`config.mk`:
```
export PLATFORM = sky130hd
export DESIGN_NAME = counter_run_ctrl
export DESIGN_NICKNAME = d
export VERILOG_FILES = /design/src/rtl/counter_run_ctrl_pkg.sv /design/src/rtl/run_tick_gen.sv /design/src/rtl/counter_run_ctrl.sv
export SDC_FILE = /design/constraint.sdc
export NUM_CORES = 1
export LEC_CHECK = 0
export ABC_AREA = 1
export CAP_MARGIN = 10
export CORE_AREA = 2 2 47 60
export DETAILED_ROUTE_END_ITERATION = 7
export DIE_AREA = 0 0 49 62
export SYNTH_ARGS = -nofsm -noshare
export SYNTH_HDL_FRONTEND = slang
export SYNTH_SLANG_ARGS = --single-unit
export TNS_END_PERCENT = 20
```
`constraint.sdc`:
```
create_clock -name clk_i -period 4.49 [get_ports clk_i]
set_clock_uncertainty 0.2 [all_clocks]
set_input_delay 0.898 -clock clk_i [delete_from_list [all_inputs] [get_ports clk_i]]
set_output_delay 0.898 -clock clk_i [all_outputs]
set_load 0.05 [all_outputs]
```
`src/rtl/counter_run_ctrl_pkg.sv`:
```
// Shared widths and FSM state encoding for the counter run/stop sequencer.
package counter_run_ctrl_pkg;

    localparam int unsigned DefCntW      = 4;
    localparam int unsigned DefPrescaleW = 3;
    localparam int unsigned DefWrapW     = 4;

    typedef enum logic [1:0] {
        StIdle  = 2'd0,
        StRun   = 2'd1,
        StPause = 2'd2,
        StDone  = 2'd3
    } state_e;

endpackage

```
`src/rtl/run_tick_gen.sv`:
```
// RUN-time tick source: a free prescaler when COUNTER_RUN_CTRL_PRESCALE_EN is defined,
// otherwise a tick on every RUN cycle.
module run_tick_gen #(
    parameter int unsigned PrescaleW = 3
) (
    input  logic clk_i,
    input  logic rst_ni,
    input  logic run_i,
    input  logic restart_i,
    output logic tick_o
);

`ifdef COUNTER_RUN_CTRL_PRESCALE_EN
    logic [PrescaleW-1:0] pre_q, pre_d;

    always_comb begin
        pre_d = pre_q;
        if (restart_i) begin
            pre_d = '0;
        end else if (run_i) begin
            pre_d = pre_q + PrescaleW'(1);
        end
    end

    always_ff @(posedge clk_i or negedge rst_ni) begin
        if (!rst_ni) begin
            pre_q <= '0;
        end else begin
            pre_q <= pre_d;
        end
    end

    // Tick on the last cycle of each 2**PrescaleW window spent in RUN.
    assign tick_o = run_i && (pre_q == {PrescaleW{1'b1}});
`else
    logic unused_inputs;
    assign unused_inputs = ^{clk_i, rst_ni, restart_i, PrescaleW[0]};
    assign tick_o        = run_i;
`endif

endmodule

```
`src/rtl/counter_run_ctrl.sv`:
```
// Run/stop sequencer driving an external enable counter; optional prescaled tick via
// COUNTER_RUN_CTRL_PRESCALE_EN (see run_tick_gen).
module counter_run_ctrl
    import counter_run_ctrl_pkg::*;
#(
    parameter int unsigned CntW      = DefCntW,
    parameter int unsigned PrescaleW = DefPrescaleW,
    parameter int unsigned WrapW     = DefWrapW
) (
    input  logic            clk_i,
    input  logic            rst_ni,
    input  logic            start_i,
    input  logic            stop_i,
    input  logic            reload_i,
    input  logic [CntW-1:0] limit_i,
    input  logic [CntW-1:0] cnt_val_i,
    output logic            cnt_en_o,
    output logic            cnt_clr_o,
    output logic            busy_o,
    output logic            done_o,
    output logic [WrapW-1:0] wrap_cnt_o
);

    state_e           state_q, state_d;
    logic [CntW-1:0]  limit_q, limit_d;
    logic             reload_q, reload_d;
    logic [WrapW-1:0] wrap_q, wrap_d;
    logic             cnt_en_q, cnt_en_d;
    logic             cnt_clr_q, cnt_clr_d;
    logic             done_q, done_d;
    logic             busy_q, busy_d;
    logic             tick;
    logic [CntW-1:0]  eff_val;

    run_tick_gen #(
        .PrescaleW (PrescaleW)
    ) u_tick (
        .clk_i     (clk_i),
        .rst_ni    (rst_ni),
        .run_i     (state_q == StRun),
        .restart_i (state_q != StRun),
        .tick_o    (tick)
    );

    // Outputs are registered, so cnt_val lags our own enable/clear by a cycle; judge the
    // terminal condition on the value the counter holds once this cycle's update lands.
    assign eff_val = cnt_clr_q ? '0 : cnt_val_i + CntW'(cnt_en_q);

    always_comb begin
        state_d   = state_q;
        limit_d   = limit_q;
        reload_d  = reload_q;
        wrap_d    = wrap_q;
        cnt_en_d  = 1'b0;
        cnt_clr_d = 1'b0;
        done_d    = 1'b0;
        unique case (state_q)
            StIdle, StDone: begin
                if (start_i && !stop_i) begin
                    limit_d   = limit_i;
                    reload_d  = reload_i;
                    wrap_d    = '0;
                    cnt_clr_d = 1'b1;
                    state_d   = StRun;
                end
            end
            StRun: begin
                if (stop_i) begin
                    state_d = StPause;
                end else if (tick) begin
                    if (eff_val == limit_q) begin
                        done_d = 1'b1;
                        if (reload_q) begin
                            cnt_clr_d = 1'b1;
                            wrap_d    = wrap_q + WrapW'(1);
                        end else begin
                            state_d = StDone;
                        end
                    end else begin
                        cnt_en_d = 1'b1;
                    end
                end
            end
            StPause: begin
                if (stop_i) begin
                    cnt_clr_d = 1'b1;
                    state_d   = StIdle;
                end else if (start_i) begin
                    state_d = StRun;
                end
            end
            default: state_d = StIdle;
        endcase
        busy_d = (state_d == StRun) || (state_d == StPause);
    end

    always_ff @(posedge clk_i or negedge rst_ni) begin
        if (!rst_ni) begin
            state_q   <= StIdle;
            limit_q   <= '0;
            reload_q  <= 1'b0;
            wrap_q    <= '0;
            cnt_en_q  <= 1'b0;
            cnt_clr_q <= 1'b0;
            done_q    <= 1'b0;
            busy_q    <= 1'b0;
        end else begin
            state_q   <= state_d;
            limit_q   <= limit_d;
            reload_q  <= reload_d;
            wrap_q    <= wrap_d;
            cnt_en_q  <= cnt_en_d;
            cnt_clr_q <= cnt_clr_d;
            done_q    <= done_d;
            busy_q    <= busy_d;
        end
    end

    assign cnt_en_o   = cnt_en_q;
    assign cnt_clr_o  = cnt_clr_q;
    assign busy_o     = busy_q;
    assign done_o     = done_q;
    assign wrap_cnt_o = wrap_q;

endmodule

```
==> results of run 1 <==
-- state kept, by name, summed over array words and instances, names as in the netlist --
| register | cells |
|---|---|
| busy_o | 1 |
| cnt_clr_o | 1 |
| cnt_en_o | 1 |
| done_o | 1 |
| limit_q | 4 |
| reload_q | 1 |
| state_q | 2 |
| wrap_cnt_o | 4 |
-- cell families (layout without fill, tap and decap cells) --
| group | Yosys count | after routing | share of synthesized area |
|---|---|---|---|
| AND/OR/NAND/NOR | 63 | 63 | 0.3218 |
| flip-flops | 15 | 15 | 0.4005 |
| buffers and inverters | 23 | 46 | 0.09345 |
| XOR/XNOR | 2 | 2 | 0.01870 |
| AO/OA/AOI/OAI | 16 | 16 | 0.09881 |
| adder cells (fa/ha/maj) | 5 | 5 | 0.06676 |
-- synthesized netlist by cell type --
cell / n
nand2_1: 31
clkinv_1: 2
nand3_1: 8
ha_1: 5
dfrtp_1: 15
nor2_1: 9
xor2_1: 2
nand4_1: 6
nand3_2: 3
nand3b_1: 1
nor2_4: 1
o21ai_0: 4
nand2_2: 4
o22ai_1: 1
buf_2: 1
a21oi_1: 10
inv_1: 18
a21oi_4: 1
inv_2: 2
-- metal layers --
| metal | up-vias | wire length, um |
|---|---|---|
| met2 | 13 | 975 |
| met5 | - | 0 |
| met4 | 0 | 17 |
| met3 | 2 | 61 |
| met1 | 405 | 793 |
| li1 | 441 | - |
-- critical path: cells and delay by family --
| family | cells | cell delay, ps |
|---|---|---|
| simple gates | 11 | 860 |
| fa+ha+maj | 2 | 540 |
| compound gates | 1 | 90 |
| buf+inv | 2 | 450 |
-- layout make-up --
| type | count | share of cell area |
|---|---|---|
| timing repair buffer | 20 | 0.1667 |
| clock buffer | 4 | 0.02188 |
| tap | 34 | 0.03542 |
| inverter | 22 | 0.06875 |
| sequential | 15 | 0.3125 |
| multi-input combinational | 86 | 0.3948 |
-- report_power, final --
part,internal (uW),switching (uW)
sequential,189,37.9
combinational,163,304
clock,34.4,42.9
-- per-stage QoR --
stage	util	instance area [um^2]	power, uW
floorplan	-	937.1	579.6
global placement	0.4610	1175	692.3
detailed placement	0.4610	1175	701.2
CTS	0.4713	1201	779.3
global route	0.4713	1201	845.4
finish	0.4713	1201	770.4
-- how the worst max path moves through the flow --
stage | endpoint | cells after the start | slack [ps] | startpoint
final | busy_o | 16 | 1640 | cnt_val_i[0]
after global routing | wrap_cnt_o[0] | 15 | 1410 | cnt_val_i[0]
after CTS | busy_o | 16 | 1640 | cnt_val_i[0]
after detailed placement | busy_o | 16 | 1350 | cnt_val_i[0]
after global placement | busy_o | 16 | 1420 | cnt_val_i[0]
after floorplan | busy_o | 15 | 1960 | cnt_val_i[0]
==> impl_metrics.tcl, run 1 <==
set metrics [dict create \
    min_from "wrap_cnt_o[3]" \
    setup_slack_ps 1644 \
    cts_made_buffers 3 \
    use_met3 0.03110 \
    grt_start_max_net_pins 16 \
    synth_top_area_cell "dfrtp_1" \
    min_path_cells 2 \
    nets 166 \
    top_usage_layer "met2" \
    cts_tree "done" \
    hold_ws_ps 338.4 \
    drt_iter0_drc 13 \
    dp_cells 177 \
    hpwl_um 1498 \
    r2r_slack_ps 2300 \
    drc_errors 0 \
    hold_class "reg -> reg" \
    die_w_um 49 \
    groute.layer.met2.usage 0.2955 \
    area_growth_pct 28.17 \
    peakVddDrop_v 0.0003869 \
    post-route-min-period_ps 2846 \
    holdBufCountCts 0 \
    slew_headroom 0.5356 \
    r2r_cells 15 \
    track_usage 0.1444 \
    rows 21 \
    ys_top_cells_by_area "dfrtp_1, nand2_1, inv_1, ha_1, a21oi_1" \
    worstMarginPinSlew_ps 694.5 \
    cp_slowest_cell "clkdlybuf4s50_1" \
    die_area_um2 3038 \
    fmax_mhz 351.4 \
    clkSlewWorstSetupHoldPaths_ps 90 \
    multi_input_area_um2 474.2 \
    layout_commonest_cell "nand2_1" \
    io_buffers 20 \
    fin_tns_setup_ps 0 \
    rsz0062_at_grt "false" \
    criticalPathCategory "in -> reg" \
    post_cts_buffers 0 \
    core-area_um2 2549 \
    final_layout_size_suffix_gt1_frac 0.09524 \
    drv_cap 0 \
    vias_per_cell 4.757 \
    crit_top_cell "nand2_1" \
    overflow 0 \
    routed_wl_um 1847 \
    cts-root-buf "clkbuf_4" \
    path_cells "clkdlybuf4s50_1, ha_1, ha_1, nand2_1, nand2_1, nand2_1, clkinv_1, nand2_2, nor2_4, nand3_2, nand2_2, nand3_2, nand2_1, o21ai_0, nand2_1, nand2_1" \
    vias 861 \
    register_area_um2 375.4 \
    synth_top_area_share 0.4005 \
    ant_nets 0 \
    dp_slack_ps 1347 \
    cp-end-kind "register" \
    final_hold_viol_count 0 \
    fp.dieH_um 62 \
    grt_pass1_vias 844 \
    syn_area_um2 937.1 \
    synth_warnings 0 \
    clock-sinks 15 \
    cts_resized 0 \
    clock_path_buffers 2 \
    n_antenna_cell 0 \
    min_to "wrap_cnt_o[3]" \
    worstSetupStartpointType "input pin" \
    wl_per_cell_um 10.20 \
    io_pins 21 \
    syn-num-nets 142 \
    post-route-period-util 0.6338 \
    place_congestion 0.7855 \
    synth_cell_types 19 \
    grtUsageMet1 0.1433 \
    ys_ff_latch 15 \
    slowest_delay_ps 400 \
    cp_data_arrival_time_ps 2820 \
    ys_seq_area_frac 0.4005 \
    synthCells 124 \
    cp_max_fo 4 \
    finalSetupViolCount 0 \
    leakagePower_uw 0.0006101 \
    drv_slew 0 \
    status "finished clean" \
    fillerInstances 278 \
    regToRegEndpoint "busy_o" \
    initial_utilization 0.3677 \
    mostFrequentLayoutCells "nand2_1, clkdlybuf4s50_1, inv_1" \
    h-tree-depth 1 \
    final_cells 181 \
    drt_pass1_iterations 4 \
    reg2reg_from "cnt_en_o" \
    antenna_found_initial 0 \
    crit_required_ps 4460 \
    syn_area_per_cell_um2 7.558 \
    insertion_delay_ps 270 \
    grt_pass1_wl_um 3360 \
    powerDensity_nw_per_um2 641.3 \
]
Note: power is estimated with default switching activity, not from simulation.
==> run 2: changes to the inputs <==
- clock period: 4.49 -> 3 ns (I/O delays scaled with it)
==> run 2 against run 1 <==
Net effect: register-to-register slack worse by 1500 ps; critical path depth is 1 lower; count of clock-buffer cells in the layout did not move; via count shrank 1.7%; global-route usage fell by 0.94 points; highest routed layer unchanged.
==> impl_metrics.tcl, run 2 (synthesized netlist as in run 1, its figures left out) <==
set metrics [dict create \
    crit_required_ps 3000 \
    io_buffers 20 \
    core-area_um2 2549 \
    routed_wl_um 1847 \
    die_area_um2 3038 \
    insertion_delay_ps 280 \
    clkSlewWorstSetupHoldPaths_ps 90 \
    hold_class "reg -> reg" \
    fillerInstances 266 \
    fp.dieH_um 62 \
    drv_slew 0 \
    initial_utilization 0.3677 \
    hpwl_um 1519 \
    area_growth_pct 28.17 \
    cp_max_fo 6 \
    cts_tree "done" \
    grt_pass1_wl_um 3084 \
    post-route-period-util 0.8442 \
    drv_cap 0 \
    layout_commonest_cell "nand2_1" \
    grt_pass1_vias 792 \
    vias_per_cell 4.674 \
    peakVddDrop_v 0.0005912 \
    cts_made_buffers 3 \
    ant_nets 0 \
    groute.layer.met2.usage 0.2818 \
    dp_slack_ps 153.3 \
    hold_ws_ps 338.4 \
    worstMarginPinSlew_ps 651.9 \
    multi_input_area_um2 474.2 \
    min_from "limit_q[2]" \
    drc_errors 0 \
    drt_iter0_drc 17 \
    slew_headroom 0.5640 \
    h-tree-depth 1 \
    setup_slack_ps 467.4 \
    cts_resized 0 \
    use_met3 0.02153 \
    fin_util 0.4713 \
    final_hold_viol_count 0 \
    track_usage 0.1350 \
    wl_per_cell_um 10.20 \
    overflow 0 \
    powerDensity_nw_per_um2 959.8 \
    fmax_mhz 394.9 \
    cp-end-kind "register" \
    status "finished clean" \
    nets 166 \
    grt_start_max_net_pins 16 \
    grtUsageMet1 0.1284 \
    clock_path_buffers 2 \
    criticalPathCategory "in -> reg" \
    place_congestion 0.7461 \
    vias 846 \
    finalSetupViolCount 0 \
    rows 21 \
    holdBufCountCts 0 \
    cp_data_arrival_time_ps 2530 \
    die_w_um 49 \
    mostFrequentLayoutCells "nand2_1, clkdlybuf4s50_1, inv_1" \
    clock-sinks 15 \
    worstSetupStartpointType "input pin" \
    register_area_um2 375.4 \
    io_pins 21 \
    top_usage_layer "met2" \
    post-route-min-period_ps 2533 \
    post_cts_buffers 0 \
    reg2reg_from "cnt_en_o" \
    startpoint "cnt_val_i[0]" \
    n_antenna_cell 0 \
    leakagePower_uw 0.0006101 \
    drt_pass1_iterations 4 \
    cts-root-buf "clkbuf_4" \
    rsz0062_at_grt "false" \
    antenna_found_initial 0 \
    final_layout_size_suffix_gt1_frac 0.09524 \
    fin_tns_setup_ps 0 \
]
run 2: where the power goes:
part / switching [uW] / internal, uW / total (uW)
clock: 62.4 / 51.6 / 114
combinational: 456 / 243 / 699
sequential: 57.4 / 283 / 340
run 2: final timing paths:
kind / to / slack, ps / depth (start not counted)
worst max register to register: wrap_cnt_o[0] / 820 / 14
worst min-delay path: limit_q[2] / 340 / 2
worst max-delay path: wrap_cnt_o[0] / 470 / 15
worst min register to register: limit_q[2] / 340 / 2
min in group asynchronous: state_q[1] / 510 / 1
max in group asynchronous: done_o / 1670 / 1
run 2: metal layers:
metal,part of all wire,vias to the layer above
li1,-,440
met1,0.40,385
met2,0.55,16
met3,0.035,5
met4,0.016,0
met5,0,-
run 2: final cells by class:
type,instances,share of cell area
multi-input cells,86,0.3948
flip-flops and latches,15,0.3125
repair buffers,20,0.1667
inverters,22,0.06875
well taps,34,0.03542
clock buffers,4,0.02188
run 2: through the flow:
stage	cell area [um^2]	instances	total power (uW)
floorplan	937.1	124	867.5
global placement	1175	177	1033
detailed placement	1175	177	1051
CTS	1201	181	1169
global route	1201	181	1254
finish	1201	181	1153
run 2: worst max-delay path: stages:
cell and delay [ps]:
clkdlybuf4s50_1 400, ha_1 230, ha_1 300, nand2_1 50, nand2_1 60, nand2_1 50
clkinv_1 50, nand2_2 60, nor2_4 120, nand3_2 120, nand2_1 80, nand2_1 130
inv_1 120, nand3_1 80, o21ai_0 90
